### config.mk
export PLATFORM = sky130hd
export DESIGN_NAME = decode_stage
export DESIGN_NICKNAME = d
export VERILOG_FILES = /design/src/rtl/decode_pkg.sv /design/src/rtl/decode_logic.sv /design/src/rtl/decode_stage.sv
export SDC_FILE = /design/constraint.sdc
export NUM_CORES = 1
export LEC_CHECK = 0
export CORE_MARGIN = 10
export CORE_UTILIZATION = 55
export CTS_CLUSTER_SIZE = 24
export DETAILED_ROUTE_END_ITERATION = 6
export DONT_BUFFER_PORTS = 1
export PLACE_DENSITY = 0.79
export SLEW_MARGIN = 20
export SYNTH_ARGS = -nofsm -noshare
export SYNTH_HDL_FRONTEND = slang
export SYNTH_HIERARCHICAL = 1
export SYNTH_SLANG_ARGS = --single-unit
### constraint.sdc
create_clock -name clk_i -period 5.96 [get_ports clk_i]
set_input_delay 1.788 -clock clk_i [delete_from_list [all_inputs] [get_ports clk_i]]
set_output_delay 1.788 -clock clk_i [all_outputs]
set_load 0.05 [all_outputs]
### src/rtl/decode_pkg.sv
// Shared decode definitions: opcodes, ALU/CSR codes, mux selects, cause codes and the control word.
// Zicsr decoding in decode_logic is enabled by the DECODE_ZICSR_EN macro.
package decode_pkg;

  localparam logic [6:0] OPC_LUI    = 7'b0110111;
  localparam logic [6:0] OPC_AUIPC  = 7'b0010111;
  localparam logic [6:0] OPC_JAL    = 7'b1101111;
  localparam logic [6:0] OPC_JALR   = 7'b1100111;
  localparam logic [6:0] OPC_BRANCH = 7'b1100011;
  localparam logic [6:0] OPC_LOAD   = 7'b0000011;
  localparam logic [6:0] OPC_STORE  = 7'b0100011;
  localparam logic [6:0] OPC_IMM    = 7'b0010011;
  localparam logic [6:0] OPC_REG    = 7'b0110011;
  localparam logic [6:0] OPC_FENCE  = 7'b0001111;
  localparam logic [6:0] OPC_SYSTEM = 7'b1110011;

  localparam logic [31:0] INSTR_ECALL  = 32'h0000_0073;
  localparam logic [31:0] INSTR_EBREAK = 32'h0010_0073;
  localparam logic [31:0] INSTR_MRET   = 32'h3020_0073;

  localparam logic [3:0] ALU_ADD  = 4'd0;
  localparam logic [3:0] ALU_SUB  = 4'd1;
  localparam logic [3:0] ALU_SLL  = 4'd2;
  localparam logic [3:0] ALU_SLT  = 4'd3;
  localparam logic [3:0] ALU_SLTU = 4'd4;
  localparam logic [3:0] ALU_XOR  = 4'd5;
  localparam logic [3:0] ALU_SRL  = 4'd6;
  localparam logic [3:0] ALU_SRA  = 4'd7;
  localparam logic [3:0] ALU_OR   = 4'd8;
  localparam logic [3:0] ALU_AND  = 4'd9;

  // CSR codes line up with funct3[1:0] of the CSR instructions.
  localparam logic [1:0] CSR_NONE = 2'd0;
  localparam logic [1:0] CSR_RW   = 2'd1;
  localparam logic [1:0] CSR_RS   = 2'd2;
  localparam logic [1:0] CSR_RC   = 2'd3;

  localparam logic [1:0] OP1_RS1  = 2'd0;
  localparam logic [1:0] OP1_PC   = 2'd1;
  localparam logic [1:0] OP1_ZERO = 2'd2;
  localparam logic [1:0] OP1_ZIMM = 2'd3;

  localparam logic [2:0] OP2_RS2   = 3'd0;
  localparam logic [2:0] OP2_IMM_I = 3'd1;
  localparam logic [2:0] OP2_IMM_S = 3'd2;
  localparam logic [2:0] OP2_IMM_U = 3'd3;
  localparam logic [2:0] OP2_IMM_J = 3'd4;

  localparam logic [1:0] BJ_NONE = 2'd0;
  localparam logic [1:0] BJ_BR   = 2'd1;
  localparam logic [1:0] BJ_JAL  = 2'd2;
  localparam logic [1:0] BJ_JALR = 2'd3;

  localparam logic [1:0] MEM_B = 2'd0;
  localparam logic [1:0] MEM_H = 2'd1;
  localparam logic [1:0] MEM_W = 2'd2;

  localparam logic [2:0] WB_ALU = 3'd0;
  localparam logic [2:0] WB_MEM = 3'd1;
  localparam logic [2:0] WB_PC4 = 3'd2;
  localparam logic [2:0] WB_CSR = 3'd3;
  localparam logic [2:0] WB_MD  = 3'd4;

  localparam logic [3:0] CAUSE_ILLEGAL    = 4'd2;
  localparam logic [3:0] CAUSE_BREAKPOINT = 4'd3;
  localparam logic [3:0] CAUSE_ECALL_M    = 4'd11;

  typedef struct packed {
    logic [3:0] alu_fn;
    logic [2:0] md_fn;
    logic [1:0] op1_sel;
    logic [2:0] op2_sel;
    logic [1:0] bj;
    logic [1:0] mem_len;
    logic       mem_ren;
    logic       mem_wen;
    logic       wb_sign;
    logic [2:0] wb_mux;
    logic [1:0] csr_fn;
    logic       rf_wen;
    logic       csr_wen;
  } ctrl_t;

  localparam int CTRL_W = $bits(ctrl_t);

  typedef struct packed {
    ctrl_t       ctrl;
    logic [31:0] instr;
    logic [31:0] pc;
    logic        exc;
    logic [3:0]  cause;
    logic        mret;
  } entry_t;

  // alt selects SUB over ADD and SRA over SRL.
  function automatic logic [3:0] alu_fn_of(input logic [2:0] funct3, input logic alt);
    logic [3:0] fn;
    case (funct3)
      3'b000:  fn = alt ? ALU_SUB : ALU_ADD;
      3'b001:  fn = ALU_SLL;
      3'b010:  fn = ALU_SLT;
      3'b011:  fn = ALU_SLTU;
      3'b100:  fn = ALU_XOR;
      3'b101:  fn = alt ? ALU_SRA : ALU_SRL;
      3'b110:  fn = ALU_OR;
      default: fn = ALU_AND;
    endcase
    return fn;
  endfunction

endpackage

### src/rtl/decode_logic.sv
// Combinational RV32I(+M) instruction decoder producing the control word and exception info.
// Define DECODE_ZICSR_EN to decode the CSR instructions; otherwise they are illegal.
module decode_logic
  import decode_pkg::*;
#(
  parameter int M_EXT = 1
) (
  input  logic [31:0] instr,
  output ctrl_t       ctrl,
  output logic        exc,
  output logic [3:0]  exc_cause,
  output logic        mret
);

  logic [6:0] opcode;
  logic [2:0] funct3;
  logic [6:0] funct7;
  ctrl_t      base;
  logic       illegal;
  logic       is_ecall;
  logic       is_ebreak;
  logic       is_mret;

  assign opcode = instr[6:0];
  assign funct3 = instr[14:12];
  assign funct7 = instr[31:25];

  always_comb begin
    base      = '0;
    illegal   = 1'b0;
    is_ecall  = 1'b0;
    is_ebreak = 1'b0;
    is_mret   = 1'b0;
    case (opcode)
      OPC_LUI: begin
        base.op1_sel = OP1_ZERO;
        base.op2_sel = OP2_IMM_U;
        base.rf_wen  = 1'b1;
      end
      OPC_AUIPC: begin
        base.op1_sel = OP1_PC;
        base.op2_sel = OP2_IMM_U;
        base.rf_wen  = 1'b1;
      end
      OPC_JAL: begin
        base.op1_sel = OP1_PC;
        base.op2_sel = OP2_IMM_J;
        base.bj      = BJ_JAL;
        base.wb_mux  = WB_PC4;
        base.rf_wen  = 1'b1;
      end
      OPC_JALR: begin
        base.op2_sel = OP2_IMM_I;
        base.bj      = BJ_JALR;
        base.wb_mux  = WB_PC4;
        base.rf_wen  = 1'b1;
        illegal      = (funct3 != 3'b000);
      end
      OPC_BRANCH: begin
        base.bj = BJ_BR;
        case (funct3[2:1])
          2'b00:   base.alu_fn = ALU_SUB;
          2'b10:   base.alu_fn = ALU_SLT;
          2'b11:   base.alu_fn = ALU_SLTU;
          default: illegal = 1'b1;
        endcase
      end
      OPC_LOAD: begin
        base.op2_sel = OP2_IMM_I;
        base.mem_ren = 1'b1;
        base.mem_len = funct3[1:0];
        base.wb_sign = !funct3[2];
        base.wb_mux  = WB_MEM;
        base.rf_wen  = 1'b1;
        illegal      = (funct3[1:0] == 2'b11) || (funct3[2] && funct3[1]);
      end
      OPC_STORE: begin
        base.op2_sel = OP2_IMM_S;
        base.mem_wen = 1'b1;
        base.mem_len = funct3[1:0];
        illegal      = funct3[2] || (funct3[1:0] == 2'b11);
      end
      OPC_IMM: begin
        base.op2_sel = OP2_IMM_I;
        base.alu_fn  = alu_fn_of(funct3, (funct3 == 3'b101) && funct7[5]);
        base.rf_wen  = 1'b1;
        if (funct3 == 3'b001)
          illegal = (funct7 != 7'b0000000);
        else if (funct3 == 3'b101)
          illegal = (funct7 != 7'b0000000) && (funct7 != 7'b0100000);
      end
      OPC_REG: begin
        base.rf_wen = 1'b1;
        if (funct7 == 7'b0000000)
          base.alu_fn = alu_fn_of(funct3, 1'b0);
        else if (funct7 == 7'b0100000 && (funct3 == 3'b000 || funct3 == 3'b101))
          base.alu_fn = alu_fn_of(funct3, 1'b1);
        else if (funct7 == 7'b0000001 && M_EXT != 0) begin
          base.md_fn  = funct3;
          base.wb_mux = WB_MD;
        end else
          illegal = 1'b1;
      end
      OPC_FENCE: begin
        // Single-hart in-order pipeline: FENCE decodes as a no-op.
      end
      OPC_SYSTEM: begin
        if (instr == INSTR_ECALL)
          is_ecall = 1'b1;
        else if (instr == INSTR_EBREAK)
          is_ebreak = 1'b1;
        else if (instr == INSTR_MRET)
          is_mret = 1'b1;
`ifdef DECODE_ZICSR_EN
        else if (funct3 != 3'b000 && funct3 != 3'b100) begin
          base.csr_fn  = funct3[1:0];
          base.op1_sel = funct3[2] ? OP1_ZIMM : OP1_RS1;
          base.wb_mux  = WB_CSR;
          base.rf_wen  = 1'b1;
          base.csr_wen = 1'b1;
        end
`endif
        else
          illegal = 1'b1;
      end
      default: illegal = 1'b1;
    endcase
  end

  always_comb begin
    ctrl      = base;
    exc       = illegal || is_ecall || is_ebreak;
    exc_cause = '0;
    mret      = is_mret;
    if (illegal)
      exc_cause = CAUSE_ILLEGAL;
    else if (is_ebreak)
      exc_cause = CAUSE_BREAKPOINT;
    else if (is_ecall)
      exc_cause = CAUSE_ECALL_M;
    // An excepting instruction must not leave any architectural side effect.
    if (exc) begin
      ctrl.rf_wen  = 1'b0;
      ctrl.csr_wen = 1'b0;
      ctrl.mem_wen = 1'b0;
    end
  end

endmodule

### src/rtl/decode_stage.sv
// Decode stage: decoder plus a DEPTH-entry FIFO of decoded entries and an illegal-instruction counter.
// CSR decoding follows the DECODE_ZICSR_EN macro inside decode_logic.
module decode_stage
  import decode_pkg::*;
#(
  parameter int DEPTH = 2,
  parameter int M_EXT = 1,
  parameter int CNT_W = 16
) (
  input  logic              clk_i,
  input  logic              reset_i,
  input  logic              flush_i,
  input  logic              instr_valid_i,
  output logic              instr_ready_o,
  input  logic [31:0]       instr_i,
  input  logic [31:0]       pc_i,
  output logic              dec_valid_o,
  input  logic              dec_ready_i,
  output logic [CTRL_W-1:0] ctrl_o,
  output logic [31:0]       instr_o,
  output logic [31:0]       pc_o,
  output logic              exc_o,
  output logic [3:0]        exc_cause_o,
  output logic              mret_o,
  output logic [CNT_W-1:0]  illegal_cnt_o
);

  localparam int PTR_W = (DEPTH > 1) ? $clog2(DEPTH) : 1;
  localparam int OCC_W = $clog2(DEPTH + 1);
  localparam logic [PTR_W-1:0] LAST_IDX = PTR_W'(DEPTH - 1);
  localparam logic [OCC_W-1:0] FULL_OCC = OCC_W'(DEPTH);

  ctrl_t            dec_ctrl;
  logic             dec_exc;
  logic [3:0]       dec_cause;
  logic             dec_mret;
  entry_t           push_entry;
  entry_t           head_entry;
  entry_t           mem_reg [DEPTH];
  logic [PTR_W-1:0] wr_ptr_reg, wr_ptr_next;
  logic [PTR_W-1:0] rd_ptr_reg, rd_ptr_next;
  logic [OCC_W-1:0] occ_reg, occ_next;
  logic [CNT_W-1:0] illegal_cnt_reg, illegal_cnt_next;
  logic             full, empty, push, pop, push_keep;

  decode_logic #(.M_EXT(M_EXT)) u_decode_logic (
    .instr     (instr_i),
    .ctrl      (dec_ctrl),
    .exc       (dec_exc),
    .exc_cause (dec_cause),
    .mret      (dec_mret)
  );

  function automatic logic [PTR_W-1:0] ptr_inc(input logic [PTR_W-1:0] p);
    return (p == LAST_IDX) ? '0 : p + PTR_W'(1);
  endfunction

  assign full          = (occ_reg == FULL_OCC);
  assign empty         = (occ_reg == '0);
  assign instr_ready_o = !full;
  assign push          = instr_valid_i && !full;
  assign pop           = !empty && dec_ready_i;
  // A push coinciding with a flush is dropped and never counted.
  assign push_keep     = push && !flush_i;
  assign push_entry    = '{ctrl: dec_ctrl, instr: instr_i, pc: pc_i,
                           exc: dec_exc, cause: dec_cause, mret: dec_mret};

  always_comb begin
    wr_ptr_next      = wr_ptr_reg;
    rd_ptr_next      = rd_ptr_reg;
    occ_next         = occ_reg;
    illegal_cnt_next = illegal_cnt_reg;
    if (flush_i) begin
      wr_ptr_next = '0;
      rd_ptr_next = '0;
      occ_next    = '0;
    end else begin
      if (push)
        wr_ptr_next = ptr_inc(wr_ptr_reg);
      if (pop)
        rd_ptr_next = ptr_inc(rd_ptr_reg);
      case ({push, pop})
        2'b10:   occ_next = occ_reg + OCC_W'(1);
        2'b01:   occ_next = occ_reg - OCC_W'(1);
        default: occ_next = occ_reg;
      endcase
    end
    if (push_keep && dec_exc && dec_cause == CAUSE_ILLEGAL && illegal_cnt_reg != '1)
      illegal_cnt_next = illegal_cnt_reg + CNT_W'(1);
  end

  always_ff @(posedge clk_i or negedge reset_i) begin
    if (!reset_i) begin
      wr_ptr_reg      <= '0;
      rd_ptr_reg      <= '0;
      occ_reg         <= '0;
      illegal_cnt_reg <= '0;
    end else begin
      wr_ptr_reg      <= wr_ptr_next;
      rd_ptr_reg      <= rd_ptr_next;
      occ_reg         <= occ_next;
      illegal_cnt_reg <= illegal_cnt_next;
    end
  end

  // Payload storage needs no reset: occupancy alone decides what is visible.
  for (genvar gi = 0; gi < DEPTH; gi++) begin : g_slot
    always_ff @(posedge clk_i) begin
      if (push_keep && wr_ptr_reg == PTR_W'(gi))
        mem_reg[gi] <= push_entry;
    end
  end

  assign head_entry    = empty ? '0 : mem_reg[rd_ptr_reg];
  assign dec_valid_o   = !empty;
  assign ctrl_o        = head_entry.ctrl;
  assign instr_o       = head_entry.instr;
  assign pc_o          = head_entry.pc;
  assign exc_o         = head_entry.exc;
  assign exc_cause_o   = head_entry.cause;
  assign mret_o        = head_entry.mret;
  assign illegal_cnt_o = illegal_cnt_reg;

endmodule

[Yosys cells after proc, flatten, opt, wreduce, memory -nomap -nowiden]
Memory sizes are Yosys's and may differ from the RTL's.
Cells that the tools add are included.
Storage, ports and cells
  flip-flop bits (word level): 20
  bits of input ports: 69
  memories: 1
  memory bits (writable): 188
Cells by class
  reduce and logical (&&, ||, !) cells: 39
  bitwise logic cells: 1
  equality and inequality tests: 31
  mux-type cells: 65
  add/subtract/negate cells: 5
Memory list
  mem_reg: words 2, width 94, rd ports 1, clocked after memory_dff 0, wr ports 1, line decode_stage.sv:39  | entry_t mem_reg [DEPTH];
Operator list (count)
  $mux 96: 1
  $mux 94: 1
  $reduce_or 94->1: 1
  $pmux 4 s7: 3
  $mux 1: 37
  $eq 32x21->1 const B: 1
  $eq 32x30->1 const B: 1
  $eq 32x7->1 const B: 1
  $eq 7x6->1 const B: 4
  $eq 7x7->1 const B: 4
  $mux 3: 7
  $mux 4: 5
  $pmux 3 s3: 2
  $add 16x1->16 const B: 1
  $ne 16x16->1 const B: 1
  $eq 7x5->1 const B: 2
  $logic_and 1x1->1: 12
  $pmux 3 s4: 1
  $pmux 4 s3: 1
  $eq 2x2->1 const B: 5
  $eq 3x3->1 const B: 3
  $pmux 1 s8: 1
  $pmux 2 s2: 2
  $reduce_or 2->1: 4
  other kinds (25): 40

[Depth between registers and ports, before layout]
  depth in word-level cells: 11
  mapped depth: 11
  mapped depth without buffers: 10

[Modules after synthesis]
The synthesis kept the hierarchy.
Modules (own cells, without submodules)
  decode_stage: cells an instance 506, sequential area each 6266.0 sq um, area an instance 8215.4 sq um, times used 1
  decode_logic: cells an instance 121, sequential area each 0.0 sq um, area an instance 714.4 sq um, times used 1

[Least setup slack after synthesis]
OpenSTA, ideal clock, no wires.
  path type: input to register
  start point: input port instr_valid_i
  end point: memory mem_reg[0][0] (netlist name), enable pin
  arrival time: 6.301 ns
  library setup time: 0.552 ns
  cell stages on the path: 3
  data required time: 5.408 ns
  path buffers: 1
  path slack: -0.893 ns
  cells stage by stage: clkbuf_1 -> nand3b_1 -> nor2_1
Between the ends
  word-level cells in the longest chain between the ends: 7
  elaborated cells between the ends (all ways): 11
  those cells by class: 6 x mux; 5 x reduce/logical
Ends and longest elaborated chain
  start, declared: line decode_stage.sv:13  | input logic instr_valid_i,
  $logic_and 1x1->1 (*): line decode_stage.sv:61  | assign push = instr_valid_i && !full;
  $logic_and 1x1->1 (*): line decode_stage.sv:64  | assign push_keep = push && !flush_i;
  $logic_and 1x1->1: line decode_stage.sv:109  | if (push_keep && wr_ptr_reg == PTR_W'(gi))
  $mux 1: line decode_stage.sv:109
  $mux 1 (not written as such): line decode_stage.sv:110  | mem_reg[gi] <= push_entry;
  $reduce_or 94->1 (no source line)
  $mux 1 (no source line)
  end, declared: line decode_stage.sv:39
Every way passes the cells marked *; elsewhere a longest branch is shown, timed or not.

[Final worst setup path]
  start point: register rd_ptr_reg
  end point: output port instr_o[13]
Between the ends
  word-level cells in the longest chain between the ends: 2
Ends and longest elaborated chain
  start, declared: line decode_stage.sv:41  | logic [PTR_W-1:0] rd_ptr_reg, rd_ptr_next;
  start signal, assigned: line decode_stage.sv:100  | rd_ptr_reg <= rd_ptr_next;
  $mem_v2 2x94
  $mux 96: line decode_stage.sv:114  | assign head_entry = empty ? '0 : mem_reg[rd_ptr_reg];
  end, declared: line decode_stage.sv:20  | output logic [31:0] instr_o,
Every way passes these cells.

==> flow_summary.toml <==
[clock_tree]
cts_root_buf = "clkbuf_16"
clock_path_buffers = 3
clk_latency_ns = 0.49
h-tree-depth = 1
clk_pin_slew_ns = 0.06
cts_sinks = 212
cts_inserted_buffers = 22
ctsResizeCount = 0
cts_tree = "done"
cts_hold_buf = 0
post_cts_buffers = 0

[timing]
finalCritPeriodShare = 0.7986
slew_headroom = 0.2583
worst_slew_pin_slew_ns = 1.108
max_clock_freq_ghz = 0.2101
final_max_slew_viol_count = 0
final-hold-violation-count = 0
setup_violations = 0
final.min_clock_period_ns = 4.759
fin_skew_ns = 0.007402
fin_setup_tns_ns = 0
rsz0062_at_grt = "no"

[global_routing]
grt_pass1_vias = 5133
grt_pass1_wl_um = 29650
grt_use_total = 0.1714
grt_max_degree = 70
grt_overflow_total = 0
antenna_found_initial = 0

[pwr]
p_leak_uw = 0.003270
clockPowerShare = 0.377
pwr_density_cell_nw_per_um2 = 366.2
netSwitchingFraction = 0.2752
pwr-share-seq = 0.498
comb_power_share = 0.126
intPower_uw = 2621
ir_worst_vdd_mv = 0.2750
p_sw_uw = 995.2

[layout]
area_delta_synth_final_pct = 10.61
final_util = 0.6218
largest_reg_flops = 192
final_layout_size_suffix_gt1_frac = 0.07321
final_cells = 858
fin_nets = 696
diodes = 0

[worst_setup_path]
cp_slowest_stage_delay_ns = 0.99
crit_fanout = 51
path_class = "reg2out"
required_ns = 4.17
critical_path.cell_chain = "buf_4 -> mux2i_1 -> nor2_1"
critPathCaptureType = "output port"
worstSetupStartpointType = "register"
crit_slowest_cell = "dfrtp_4"
worst-path-buf-inv = 1
cp_top_family = "flip-flops"
arrival_ns = 2.97

[detailed_routing]
viasPerCell = 5.971
wl_met1_um = 7435
wl_met2_um = 9239
antenna_left = 0
wl_um = 19470
maxUsedRoutingLayer = "met4"
vias = 5123
drc = 0
dr_wl_met3_um = 2333
dr.first_iter.drc_count = 406
drt-pass1-iter-count = 6
wl_per_cell_um = 22.69

[worst_hold_path]
hp-class = "reg2reg"

[yosys]
syn_area_sq_um = 8930
yosys_most_used_dff = "edfxtp_1"
synth-seq-cells = 212
syn_area_per_cell_sq_um = 14.24
syn-instance-count = 627
synth.distinct_cells = 56
async_flop_share = 0.09434
yosys_warnings = 6
seq_area_frac_synth = 0.7017
synth-edff-count = 192

[job]
maxCapViolCount = 0

[place]
gp_congestion = 0.8846
port_buffers = 0
hpwl_um = 13380
dpl.cell_count = 818

[die]
die_area_sq_um = 21730
initial_core_util = 0.5621
die_x_um = 147.4
die_h_um = 147.4
num_rows = 46
core_sq_um = 15890
io-pin-count = 183

[outcome]
status = "completed"
[metal layers]
| metal | GRT usage | vias up |
|---|---|---|
| met5 | 0 | - |
| met4 | 0.04955 | 0 |
| met3 | 0.07753 | 43 |
| met2 | 0.2759 | 234 |
| met1 | 0.2036 | 2519 |
| li1 | - | 2327 |
[power groups by stage]
stage          sequential (uW)  combinational (uW)  clock [uW]
2_1_floorplan             1810                 414           0
3_3_place_gp              1830                 449           0
3_5_place_dp              1830                 459           0
4_1_cts                   1800                 460        1390
5_1_grt                   1810                 481        1450
6_report                  1800                 454        1360
[synth_stat cells (2+ instances only)]
cell         n  share of area
edfxtp_1   192           0.65
nor2_1     127          0.053
mux2i_1     97           0.11
dfrtp_1     20          0.056
clkbuf_1    15         0.0063
nand2_1     13         0.0055
nand3_1     12         0.0067
nand4_1     10         0.0070
nor3_1      10         0.0056
nor4_1      10         0.0070
xnor2_1      9         0.0088
buf_2        7         0.0039
buf_4        7         0.0059
buf_1        6         0.0025
inv_1        6         0.0025
nor2b_1      6         0.0042
o21ai_0      6         0.0034
xor2_1       6         0.0059
a21oi_1      5         0.0028
nor3b_1      4         0.0034
o21a_1       4         0.0034
or4_1        4         0.0034
and4_1       3         0.0029
nand2b_1     3         0.0021
nand3b_1     3         0.0025
nand4b_1     3         0.0029
o211ai_1     3         0.0025
a211oi_1     2         0.0017
a21o_1       2         0.0017
a31oi_1      2         0.0014
and2_1       2         0.0014
nand4bb_1    2         0.0025
o31a_1       2         0.0020
or3_1        2         0.0014
[area by class of cell]
class	instances	area [sq um]
Fill cell	1216	6008
Inverter	6	22.52
Sequential cell	212	6270
Multi-Input combinational cell	377	2509
Tap cell	216	270.3
Timing Repair Buffer	7	77.57
Clock buffer	27	590.6
Clock inverter	13	137.6
[cell families (layout without fill, tap and decap cells)]
| family | count (synthesis) | count (layout) | synth area share |
|---|---|---|---|
| flip-flops | 212 | 212 | 0.7017 |
| AO/OA/AOI/OAI | 34 | 34 | 0.02592 |
| XOR/XNOR | 15 | 15 | 0.01471 |
| buffers and inverters | 41 | 53 | 0.02116 |
| AND/OR/NAND/NOR | 225 | 225 | 0.1243 |
| adder cells (fa/ha/maj) | 1 | 1 | 0.001401 |
| multiplexers | 98 | 98 | 0.1104 |
| other | 1 | 4 | 0.0004199 |
[worst min-delay path: stages (launching register included)]
cell and delay, ns:
dfrtp_1 0.45, a31oi_1 0.11, nor2_1 0.08
[placed cells by master, fill, tap and decap left out, types with 4 or more instances in the layout]
cell	synthesis	final
mux2i_1	97	97
buf_4	7	5
nor3b_1	4	4
a21oi_1	5	5
clkbuf_1	15	4
xor2_1	6	6
inv_1	6	6
o21ai_0	6	6
or4_1	4	4
xnor2_1	9	9
nor2b_1	6	6
dfrtp_1	20	19
nor4_1	10	10
o21a_1	4	4
nand3_1	12	12
nor2_1	127	124
nor3_1	10	10
nand4_1	10	10
clkbuf_16	0	23
conb_1	1	4
clkinv_1	0	7
nand2_1	13	13
edfxtp_1	192	192
[worst paths after layout]
check                            from               end  slack, ns  depth (start not counted)
hold / removal             occ_reg[0]        occ_reg[1]       0.68                          2
max in group asynchronous     reset_i        rd_ptr_reg       4.88                          0
min in group asynchronous     reset_i  illegal_cnt_o[0]       0.99                          0
hold reg to reg            occ_reg[0]        occ_reg[1]       0.68                          2
setup reg to reg           occ_reg[0]    mem_reg[1][44]       2.89                          4
setup / recovery           rd_ptr_reg       instr_o[13]       1.20                          3
[per-stage QoR]
stage	total power [uW]	hold WS, ns	worst slack [ns]	instance area (sq um)
after floorplan	2224	0.5699	-0.8935	8941
after global placement	2276	0.6422	1.413	9149
after detailed placement	2292	0.6658	1.318	9149
after CTS	3650	0.6780	1.218	9877
after global routing	3742	0.7474	1.095	9877
final	3617	0.6768	1.201	9877
Note: power is estimated with default switching activity, not from simulation.
